==> src/rtl/lcv_mul_acc_pipe.sv <==
`default_nettype none
// ============================================================================
//  Module   : lcv_mul_acc_pipe
//  Brief    : Pipelined signed multiply-accumulate, valid/ready stream.
//             Per beat: acc = a*b + c (load) or acc + a*b + c (accumulate).
//             Emits the accumulator on the beat flagged last, with an
//             optional saturating mode and a sticky overflow flag.
//  Revision : 1.0 - initial release
// ============================================================================
module lcv_mul_acc_pipe #(
    parameter int A_WIDTH    = 16,
    parameter int B_WIDTH    = 16,
    parameter int ACC_WIDTH  = 48,
    parameter int MUL_STAGES = 2,
    parameter int SATURATE   = 0
) (
    input  logic                 clk,
    input  logic                 rst,
    input  logic                 in_valid,
    output logic                 in_ready,
    input  logic [A_WIDTH-1:0]   in_a,
    input  logic [B_WIDTH-1:0]   in_b,
    input  logic [ACC_WIDTH-1:0] in_c,
    input  logic                 in_load,
    input  logic                 in_last,
    output logic                 out_valid,
    input  logic                 out_ready,
    output logic [ACC_WIDTH-1:0] out_acc,
    output logic                 out_ovf
);

    localparam int c_PROD_W = A_WIDTH + B_WIDTH;
    // Two guard bits: a*b+c needs one, adding the accumulator needs one more.
    localparam int c_SUM_W  = ACC_WIDTH + 2;
    localparam logic [ACC_WIDTH-1:0] c_ACC_MAX = {1'b0, {(ACC_WIDTH-1){1'b1}}};
    localparam logic [ACC_WIDTH-1:0] c_ACC_MIN = {1'b1, {(ACC_WIDTH-1){1'b0}}};

    logic                      w_adv;
    logic signed [c_PROD_W-1:0] w_prod;
    logic [c_SUM_W-1:0]        w_p_in;

    logic [c_SUM_W-1:0]        r_p   [MUL_STAGES];
    logic                      r_ld  [MUL_STAGES];
    logic                      r_lst [MUL_STAGES];
    logic                      r_vld [MUL_STAGES];

    logic [ACC_WIDTH-1:0]      r_acc;
    logic                      r_ovf;
    logic [ACC_WIDTH-1:0]      r_out_acc;
    logic                      r_out_ovf;
    logic                      r_out_valid;

    logic [c_SUM_W-1:0]        w_base;
    logic [c_SUM_W-1:0]        w_sum;
    logic                      w_pos_ovf;
    logic                      w_neg_ovf;
    logic [ACC_WIDTH-1:0]      w_acc_next;
    logic                      w_ovf_next;
    logic                      w_tail_vld;
    logic                      w_tail_ld;
    logic                      w_tail_lst;

    // The whole pipe advances together unless a held result is blocking it.
    assign w_adv    = !r_out_valid || out_ready;
    assign in_ready = w_adv;

    assign w_prod = $signed(in_a) * $signed(in_b);
    assign w_p_in = {{(c_SUM_W-c_PROD_W){w_prod[c_PROD_W-1]}}, w_prod}
                  + {{2{in_c[ACC_WIDTH-1]}}, in_c};

    assign w_tail_vld = r_vld[MUL_STAGES-1];
    assign w_tail_ld  = r_ld[MUL_STAGES-1];
    assign w_tail_lst = r_lst[MUL_STAGES-1];

    assign w_base = w_tail_ld ? '0 : {{2{r_acc[ACC_WIDTH-1]}}, r_acc};
    assign w_sum  = w_base + r_p[MUL_STAGES-1];

    // Sum is out of range when the guard bits disagree with the result sign bit.
    assign w_pos_ovf = !w_sum[c_SUM_W-1] && (w_sum[c_SUM_W-2:ACC_WIDTH-1] != 2'b00);
    assign w_neg_ovf =  w_sum[c_SUM_W-1] && (w_sum[c_SUM_W-2:ACC_WIDTH-1] != 2'b11);

    assign w_ovf_next = (w_tail_ld ? 1'b0 : r_ovf) | w_pos_ovf | w_neg_ovf;

    // Next accumulator value: clamp when saturating, otherwise plain wrap.
    always_comb begin
        w_acc_next = w_sum[ACC_WIDTH-1:0];
        if (SATURATE != 0) begin
            if (w_pos_ovf) begin
                w_acc_next = c_ACC_MAX;
            end else if (w_neg_ovf) begin
                w_acc_next = c_ACC_MIN;
            end
        end
    end

    // Multiply pipeline, accumulator and output register, all gated by w_adv.
    always_ff @(posedge clk) begin
        if (rst) begin
            for (int i = 0; i < MUL_STAGES; i++) begin
                r_p[i]   <= '0;
                r_ld[i]  <= 1'b0;
                r_lst[i] <= 1'b0;
                r_vld[i] <= 1'b0;
            end
            r_acc       <= '0;
            r_ovf       <= 1'b0;
            r_out_acc   <= '0;
            r_out_ovf   <= 1'b0;
            r_out_valid <= 1'b0;
        end else if (w_adv) begin
            r_vld[0] <= in_valid;
            if (in_valid) begin
                r_p[0]   <= w_p_in;
                r_ld[0]  <= in_load;
                r_lst[0] <= in_last;
            end
            for (int i = 1; i < MUL_STAGES; i++) begin
                r_p[i]   <= r_p[i-1];
                r_ld[i]  <= r_ld[i-1];
                r_lst[i] <= r_lst[i-1];
                r_vld[i] <= r_vld[i-1];
            end
            if (w_tail_vld) begin
                r_acc <= w_acc_next;
                r_ovf <= w_ovf_next;
            end
            if (w_tail_vld && w_tail_lst) begin
                r_out_acc   <= w_acc_next;
                r_out_ovf   <= w_ovf_next;
                r_out_valid <= 1'b1;
            end else begin
                r_out_valid <= 1'b0;
            end
        end
    end

    assign out_valid = r_out_valid;
    assign out_acc   = r_out_acc;
    assign out_ovf   = r_out_ovf;

endmodule
`default_nettype wire

==> config.mk <==
export PLATFORM = sky130hd
export DESIGN_NAME = lcv_mul_acc_pipe
export DESIGN_NICKNAME = d
export VERILOG_FILES = /design/src/rtl/lcv_mul_acc_pipe.sv
export SDC_FILE = /design/constraint.sdc
export NUM_CORES = 1
export LEC_CHECK = 0
export CAP_MARGIN = 20
export CELL_PAD_IN_SITES_DETAIL_PLACEMENT = 0
export CELL_PAD_IN_SITES_GLOBAL_PLACEMENT = 1
export CORE_UTILIZATION = 48
export CTS_CLUSTER_DIAMETER = 50
export DETAILED_ROUTE_END_ITERATION = 10
export PLACE_DENSITY_LB_ADDON = 0.1
export SYNTH_ARGS = -nofsm -noshare
export SYNTH_HDL_FRONTEND = slang
export SYNTH_SLANG_ARGS = --single-unit
export TNS_END_PERCENT = 20
==> constraint.sdc <==
create_clock -name clk -period 13.82 [get_ports clk]
set_input_delay 4.146 -clock clk [delete_from_list [all_inputs] [get_ports clk]]
set_output_delay 4.146 -clock clk [all_outputs]
set_load 0.1 [all_outputs]
==> flow_summary.json, run 1 <==
{
  "clock_tree_from_tritoncts": "yes",
  "drc": 0,
  "design.final.nets": 3411,
  "fin_crit_sh_pct": 84.3,
  "maxSlewViolCount": 0,
  "synth_flop_cell": "edfxtp_1",
  "layoutNonFillerInstCount": 3474,
  "cap_violations": 0,
  "status": "complete, no violations",
  "yosysTopAreaCellShare_pct": 29.9,
  "critPathSlowestCell": "fa_1",
  "global_route.usage.total_pct": 23.3,
  "crit_buf_inv": 6,
  "synthDominantAreaCellType": "fa_1",
  "place.gp.congestion": 0.880,
  "floorplan.initialDensity_pct": 48.9,
  "io_buffer_count": 136,
  "path_clk_slew_ns": 0.06,
  "startpoint_type": "input pin",
  "postLayoutSetupSlackWorst_ns": 2.17,
  "die_height_um": 228,
  "growth_of_design_area_from_synthesis_to_finish_pct": 12.4,
  "wl_per_cell_um": 17.2,
  "post_synth_design_cell_area_sq_mm": 0.0246,
  "total_i_o_pin_count": 137,
  "worst_path_largest_cell_delay_ns": 0.78,
  "insertion_delay_ns": 0.56,
  "arrival_ns": 12.06,
  "drt-total-wl_um": 59600,
  "total_setup_violations_reported_at_the_end_of_the_flow": 0,
  "synthArstFlopShare_pct": 0,
  "r2r_slack_ns": 9.75,
  "holdBufCountCts": 0,
  "critical_path.max_fanout": 16,
  "firstDrtPassIters": 7,
  "synth_cell_type_count": 67,
  "antenna_left": 0,
  "ys_top_cells_by_area": "fa_1, edfxtp_1, ha_1",
  "die_w_um": 228,
  "critical-path-top-delay-family": "adder cells",
  "rsz0062_at_grt": "false",
  "cp.required_ns": 14.23,
  "buffer_count_from_post_cts_setup_fixing": 0,
  "finalClockSkew_ns": 0.0236,
  "timing.max_slew.rel_slack_pct": 24.6,
  "timing.hold.worst_path_depth": 2,
  "detailroute.via_count": 18500,
  "synthesis.nets": 3346,
  "cts.root.buffer_cell": "clkbuf_16",
  "cts_made_buffers": 31,
  "dpl.cell_count": 3414,
  "synth.top_cells.by_count": "inv_1, fa_1, nand2_1",
  "min_delay_worst_endpoint": "r_acc[31]$_SDFFE_PP0P_",
  "setup.worst_path.end_class": "flop",
  "synthesis.yosys.warnings": 0,
  "worstRegToRegCells": 13,
  "placement_rows": 82,
  "hold_violations": 0,
  "synth.avg_cell_area_sq_um": 9.06,
  "final_global_route_overflow_total": 0,
  "grt_max_degree": 77,
  "rr_startpoint": "r_ld[0][1]$_SDFFCE_PN0P_",
  "setup_crit_path_kind": "input pin to flop",
  "path_cells": "clkdlybuf4s50_1 -> nand2_1 -> inv_1 -> fa_2 -> fa_1 -> inv_1 -> fa_1 -> fa_1 -> inv_1 -> fa_1 -> inv_1 -> fa_1 -> inv_1 -> ha_1 -> a21oi_1 -> o21bai_1 -> a21o_1 -> a21o_1 -> a21o_1 -> a221oi_1 -> o21ai_0 -> or4_1 -> o211ai_1",
  "max-clock-path-buffers": 3,
  "dpl.hpwl_um": 47300,
  "grt_first_pass_wirelength_um": 98600,
  "htree_levels": 1,
  "reg2reg_to": "r_ovf$_SDFFE_PP0P_",
  "antenna_found_initial": 1,
  "yosys_register_bits": 203,
  "post-synth-top-count-cell": "inv_1",
  "sequential_to_total_area_share_from_yosys_stat_pct": 20.8,
  "dieArea_sq_mm": 0.0521,
  "drt-initial-drc-count": 1049,
  "type_of_the_most_critical_hold_path": "flop to flop",
  "totalNegativeSetupSlack_ns": 0,
  "post_cts.resized_instances": 0,
  "max_clock_freq_mhz": 85.8,
  "synth_edf_count": 104,
  "drive_gt1_share_pct": 3.25,
  "drt-vias-per-instance": 5.33,
  "worstMarginPinSlew_ns": 1.13,
  "min-delay-start": "r_acc[31]$_SDFFE_PP0P_",
  "post_synth_inst_count": 2710,
  "grt_pass1_vias": 18900,
  "core-area_sq_mm": 0.0503,
  "preCtsSetupSlack_ns": 1.56,
  "clock_sink_count": 203,
  "layout_min_cycle_time_ns": 11.65
}
placed cells by master, fill, tap and decap left out, types with 5 or more instances in the layout:
cell type,synthesis,routed
o211ai_1,11,11
fa_1,367,366
a21boi_0,8,8
a31oi_1,9,9
xnor2_1,47,47
nand4_1,25,25
clkinv_8,0,6
edfxtp_1,104,104
nor2b_1,59,59
and2_1,130,130
dfxtp_1,99,99
o21ai_0,50,50
nand2_1,345,344
and3_1,77,76
a21oi_1,168,168
clkdlybuf4s50_1,0,135
o311ai_1,6,6
o21ai_1,10,10
mux2i_1,10,10
bufinv_16,0,5
clkbuf_16,0,31
nor3b_1,6,6
buf_4,0,18
a21o_1,61,61
or3_1,7,7
nor3_1,20,20
o2111ai_1,8,8
nor2_1,117,117
inv_1,473,472
xor2_1,26,26
ha_1,183,183
o21a_1,11,11
o21bai_1,21,21
nand2b_1,14,12
a211oi_1,17,17
nand3_1,36,36
or2_2,6,6
stage by stage:
stage	hold WS, ns	instance area (sq um)	util (%)
floorplan	0.432	24600	-
global placement	0.438	26400	52.6
detailed placement	0.442	26400	52.6
CTS	0.450	27600	54.9
global route	0.465	27600	54.9
finish	0.450	27600	54.9
how the worst max path moves through the flow:
stage                     startpoint                       end  depth (start not counted)
after global placement       in_b[1]  r_p[0][48]$_SDFFCE_PN0P_                         23
after global routing         in_b[1]  r_p[0][48]$_SDFFCE_PN0P_                         23
after detailed placement     in_b[1]  r_p[0][48]$_SDFFCE_PN0P_                         23
after CTS                    in_b[1]  r_p[0][48]$_SDFFCE_PN0P_                         23
final                        in_b[1]  r_p[0][48]$_SDFFCE_PN0P_                         23
after floorplan              in_b[1]  r_p[0][48]$_SDFFCE_PN0P_                         24
sequential cells by signal, indices dropped and copies added (netlist names):
name / count
r_p: 98
out_acc: 48
r_acc: 48
r_ld: 2
r_lst: 2
r_vld: 2
out_ovf: 1
out_valid: 1
r_ovf: 1
cell families (layout without fill, tap and decap cells):
kind of cell | after synthesis | count (layout) | share of synthesized area [%]
other | 0 | 2 | 0
adders and majority gates | 550 | 550 | 39.2
xor gates and xnor gates | 73 | 73 | 2.60
AOI/OAI and AO/OA | 421 | 421 | 10.9
DFF | 203 | 203 | 20.8
and+or+nand+nor | 859 | 859 | 17.0
muxes | 10 | 10 | 0.408
buffers and inverters | 594 | 684 | 9.08
metal layers:
layer	part of all wire [%]	track usage [%]	vias up
li1	-	-	8821
met1	46	32.5	9291
met2	49	39.4	343
met3	3.5	2.16	70
met4	2.0	4.99	2
met5	0.025	0	-
worst reg2reg max path, stage by stage (launching register included):
cell and delay (ns):
edfxtp_1 0.32, buf_4 0.50, nor2b_1 0.13, ha_1 0.38
a21o_1 0.23, a31o_1 0.21, a311oi_1 0.58, o2111ai_1 0.30
a211oi_2 0.32, nor4bb_1 0.14, or3_1 0.36, a21o_1 0.20
mux2i_1 0.20, a21oi_1 0.10
final cells by class:
| cell class | instances | area [sq um] |
|---|---|---|
| tap | 672 | 841 |
| fill | 4717 | 22700 |
| inverter | 473 | 1780 |
| sequential | 203 | 5100 |
| timing repair buffer | 153 | 1490 |
| antenna | 2 | 5.00 |
| multi-input combinational | 1913 | 17200 |
| clock inverter | 24 | 350 |
| clock buffer | 34 | 807 |
Power of run 1 is not shown: default switching activity piles up to over one toggle a cycle in this logic, so the estimate is an artifact.
==> run 2, diff against run 1 <==
CORE_UTILIZATION = 44   (was 48)
clock period = 10 ns   (was 13.82 ns; I/O delays follow)
==> run 2 against run 1 <==
  * Global-route usage up 0.61 points
  * Cell count increased by 4.5%
  * Non-clock buffer count rose by 96
  * Count of clock-buffer cells in the layout decreased by 1
  * Register-to-register slack got worse by 4.1 ns
  * Critical path depth unchanged
  * Sequential share of layout area fell by 0.36 points
  * Final area rose by 2.0%
  * Critical endpoint is now r_p[0][41]$_SDFFCE_PN0P_
  * Largest cell class unchanged
==> flow_summary.json, run 2 (synthesis results as in run 1) <==
{
  "status": "complete, no violations",
  "worstMarginPinSlew_ns": 1.07,
  "insertion_delay_ns": 0.57,
  "crit_buf_inv": 6,
  "flip_flop_count_of_the_largest_register_after_layout": 98,
  "firstDrtPassIters": 5,
  "grt_max_degree": 80,
  "layout_min_cycle_time_ns": 9.51,
  "startpoint": "in_a[15]",
  "cts.root.buffer_cell": "clkbuf_16",
  "finalClockSkew_ns": 0.0301,
  "grt_first_pass_wirelength_um": 106000,
  "setup.worst_path.end_class": "flop",
  "grt_pass1_vias": 19700,
  "placement_rows": 86,
  "arrival_ns": 9.82,
  "min-delay-start": "r_acc[2]$_SDFFE_PP0P_",
  "worst_path_largest_cell_delay_ns": 0.66,
  "hold_violations": 0,
  "antenna_left": 0,
  "dieArea_sq_mm": 0.0568,
  "total_setup_violations_reported_at_the_end_of_the_flow": 0,
  "growth_of_design_area_from_synthesis_to_finish_pct": 14.7,
  "top_register": "r_p",
  "r2r_slack_ns": 5.68,
  "critical_path_depth": 23,
  "cp.required_ns": 10.31,
  "drt-initial-drc-count": 847,
  "max_clock_freq_mhz": 105,
  "layoutNonFillerInstCount": 3631,
  "worstRegToRegCells": 13,
  "maxSlewViolCount": 0,
  "global_route.usage.total_pct": 23.9,
  "antenna_found_initial": 1,
  "path_clk_slew_ns": 0.06,
  "io_buffer_count": 136,
  "mostFrequentLayoutCells": "inv_1, fa_1, nand2_1",
  "routed-wl-met3_um": 2110,
  "dpl.hpwl_um": 55100,
  "drt-total-wl_um": 66400,
  "cap_violations": 0,
  "drt-vias-per-instance": 5.15,
  "path_cells": "clkdlybuf4s50_1 -> nand2_1 -> inv_1 -> fa_2 -> inv_1 -> fa_1 -> inv_1 -> fa_1 -> inv_1 -> fa_1 -> fa_1 -> fa_1 -> inv_1 -> ha_1 -> a21o_1 -> a211o_1 -> or3b_1 -> o21ai_1 -> a31oi_1 -> nor2_1 -> o22ai_1 -> a41oi_1 -> mux2i_1",
  "drt-met1-wl_um": 28900,
  "htree_levels": 1,
  "clock_sink_count": 203,
  "fin_crit_sh_pct": 95.1,
  "total_i_o_pin_count": 137,
  "buffer_count_from_post_cts_setup_fixing": 0,
  "min_delay_worst_endpoint": "r_acc[2]$_SDFFE_PP0P_",
  "core-area_sq_mm": 0.0551,
  "timing.max_slew.rel_slack_pct": 28.8,
  "critical_path.max_fanout": 9,
  "dpl.cell_count": 3586,
  "route.met2.wl_um": 33200,
  "holdBufCountCts": 0,
  "drc": 0,
  "die_height_um": 238,
  "final_global_route_overflow_total": 0,
  "clock_tree_from_tritoncts": "yes",
  "type_of_the_most_critical_hold_path": "flop to flop",
  "design.final.nets": 3501,
  "place.gp.congestion": 0.898,
  "rr_startpoint": "r_ld[0][1]$_SDFFCE_PN0P_",
  "max-clock-path-buffers": 3,
  "setup_crit_path_kind": "input pin to flop",
  "leading_cell_type_in_the_layout_fill_and_taps_excluded": "inv_1",
  "startpoint_type": "input pin",
  "n_antenna_cell": 0,
  "critical-path-top-delay-family": "adder cells",
  "cts_made_buffers": 25,
  "post_cts.resized_instances": 0,
  "reg2reg_to": "out_ovf$_SDFFE_PP0P_",
  "detailroute.via_count": 18700,
  "timing.hold.worst_path_depth": 2,
  "rsz0062_at_grt": "false",
  "wl_per_cell_um": 18.3,
  "die_w_um": 238,
  "floorplan.initialDensity_pct": 44.6,
  "drive_gt1_share_pct": 5.97,
  "critPathSlowestCell": "fa_2",
  "route.top_layer_used": "met4"
}
==> run 2: cell count changes in the layout (fill, tap and decap cells not counted), moves of 2 or more <==
| cell | before | now |
|---|---|---|
| buf_12 | 0 | 7 |
| buf_4 | 18 | 106 |
| bufinv_16 | 5 | 1 |
| clkbuf_1 | 1 | 5 |
| clkbuf_16 | 31 | 26 |
| clkinv_1 | 2 | 0 |
| clkinv_4 | 3 | 0 |
| clkinv_8 | 6 | 0 |
| clkinvlp_2 | 0 | 2 |
| diode_2 | 2 | 0 |
==> run 2: worst max path at each step <==
stage                               end  slack [ns]
2_1_floorplan  r_p[0][48]$_SDFFCE_PN0P_        0.23
3_5_place_dp   r_p[0][41]$_SDFFCE_PN0P_       -0.10
3_3_place_gp   r_p[0][41]$_SDFFCE_PN0P_        0.03
4_1_cts        r_p[0][41]$_SDFFCE_PN0P_        0.49
6_report       r_p[0][41]$_SDFFCE_PN0P_        0.49
5_1_grt        r_p[0][41]$_SDFFCE_PN0P_        0.16
==> run 2: routing by layer <==
layer	GRT usage, %	vias up
met5	0	-
met4	7.71	0
met3	2.42	108
met2	41.9	338
met1	30.8	9250
li1	-	8994
==> run 2: cell type report <==
class                           count  area, sq um
Multi-Input combinational cell   1913        17200
Tap cell                          748          936
Clock buffer                       33          688
Fill cell                        5305        26900
Timing Repair Buffer              249         2290
Sequential cell                   203         5100
Clock inverter                     12          126
Inverter                          473         1780
==> run 2: tightest hold or removal path, stage by stage (launching register included) <==
cell     delay (ns)
dfxtp_1        0.30
nand2_1        0.05
a21oi_1        0.05
==> run 2: stage by stage <==
stage	area [sq um]	utilization [%]	setup WS (ns)	hold WS (ns)	setup TNS [ns]
after detailed placement	27300	49.6	-0.100	0.442	-0.183
after global routing	28200	51.1	0.160	0.467	0
after CTS	28200	51.1	0.492	0.450	0
final	28200	51.1	0.489	0.449	0
after floorplan	24600	-	0.227	0.432	0
after global placement	27300	49.6	0.0337	0.439	0
Power of run 2 is left out for the same reason.
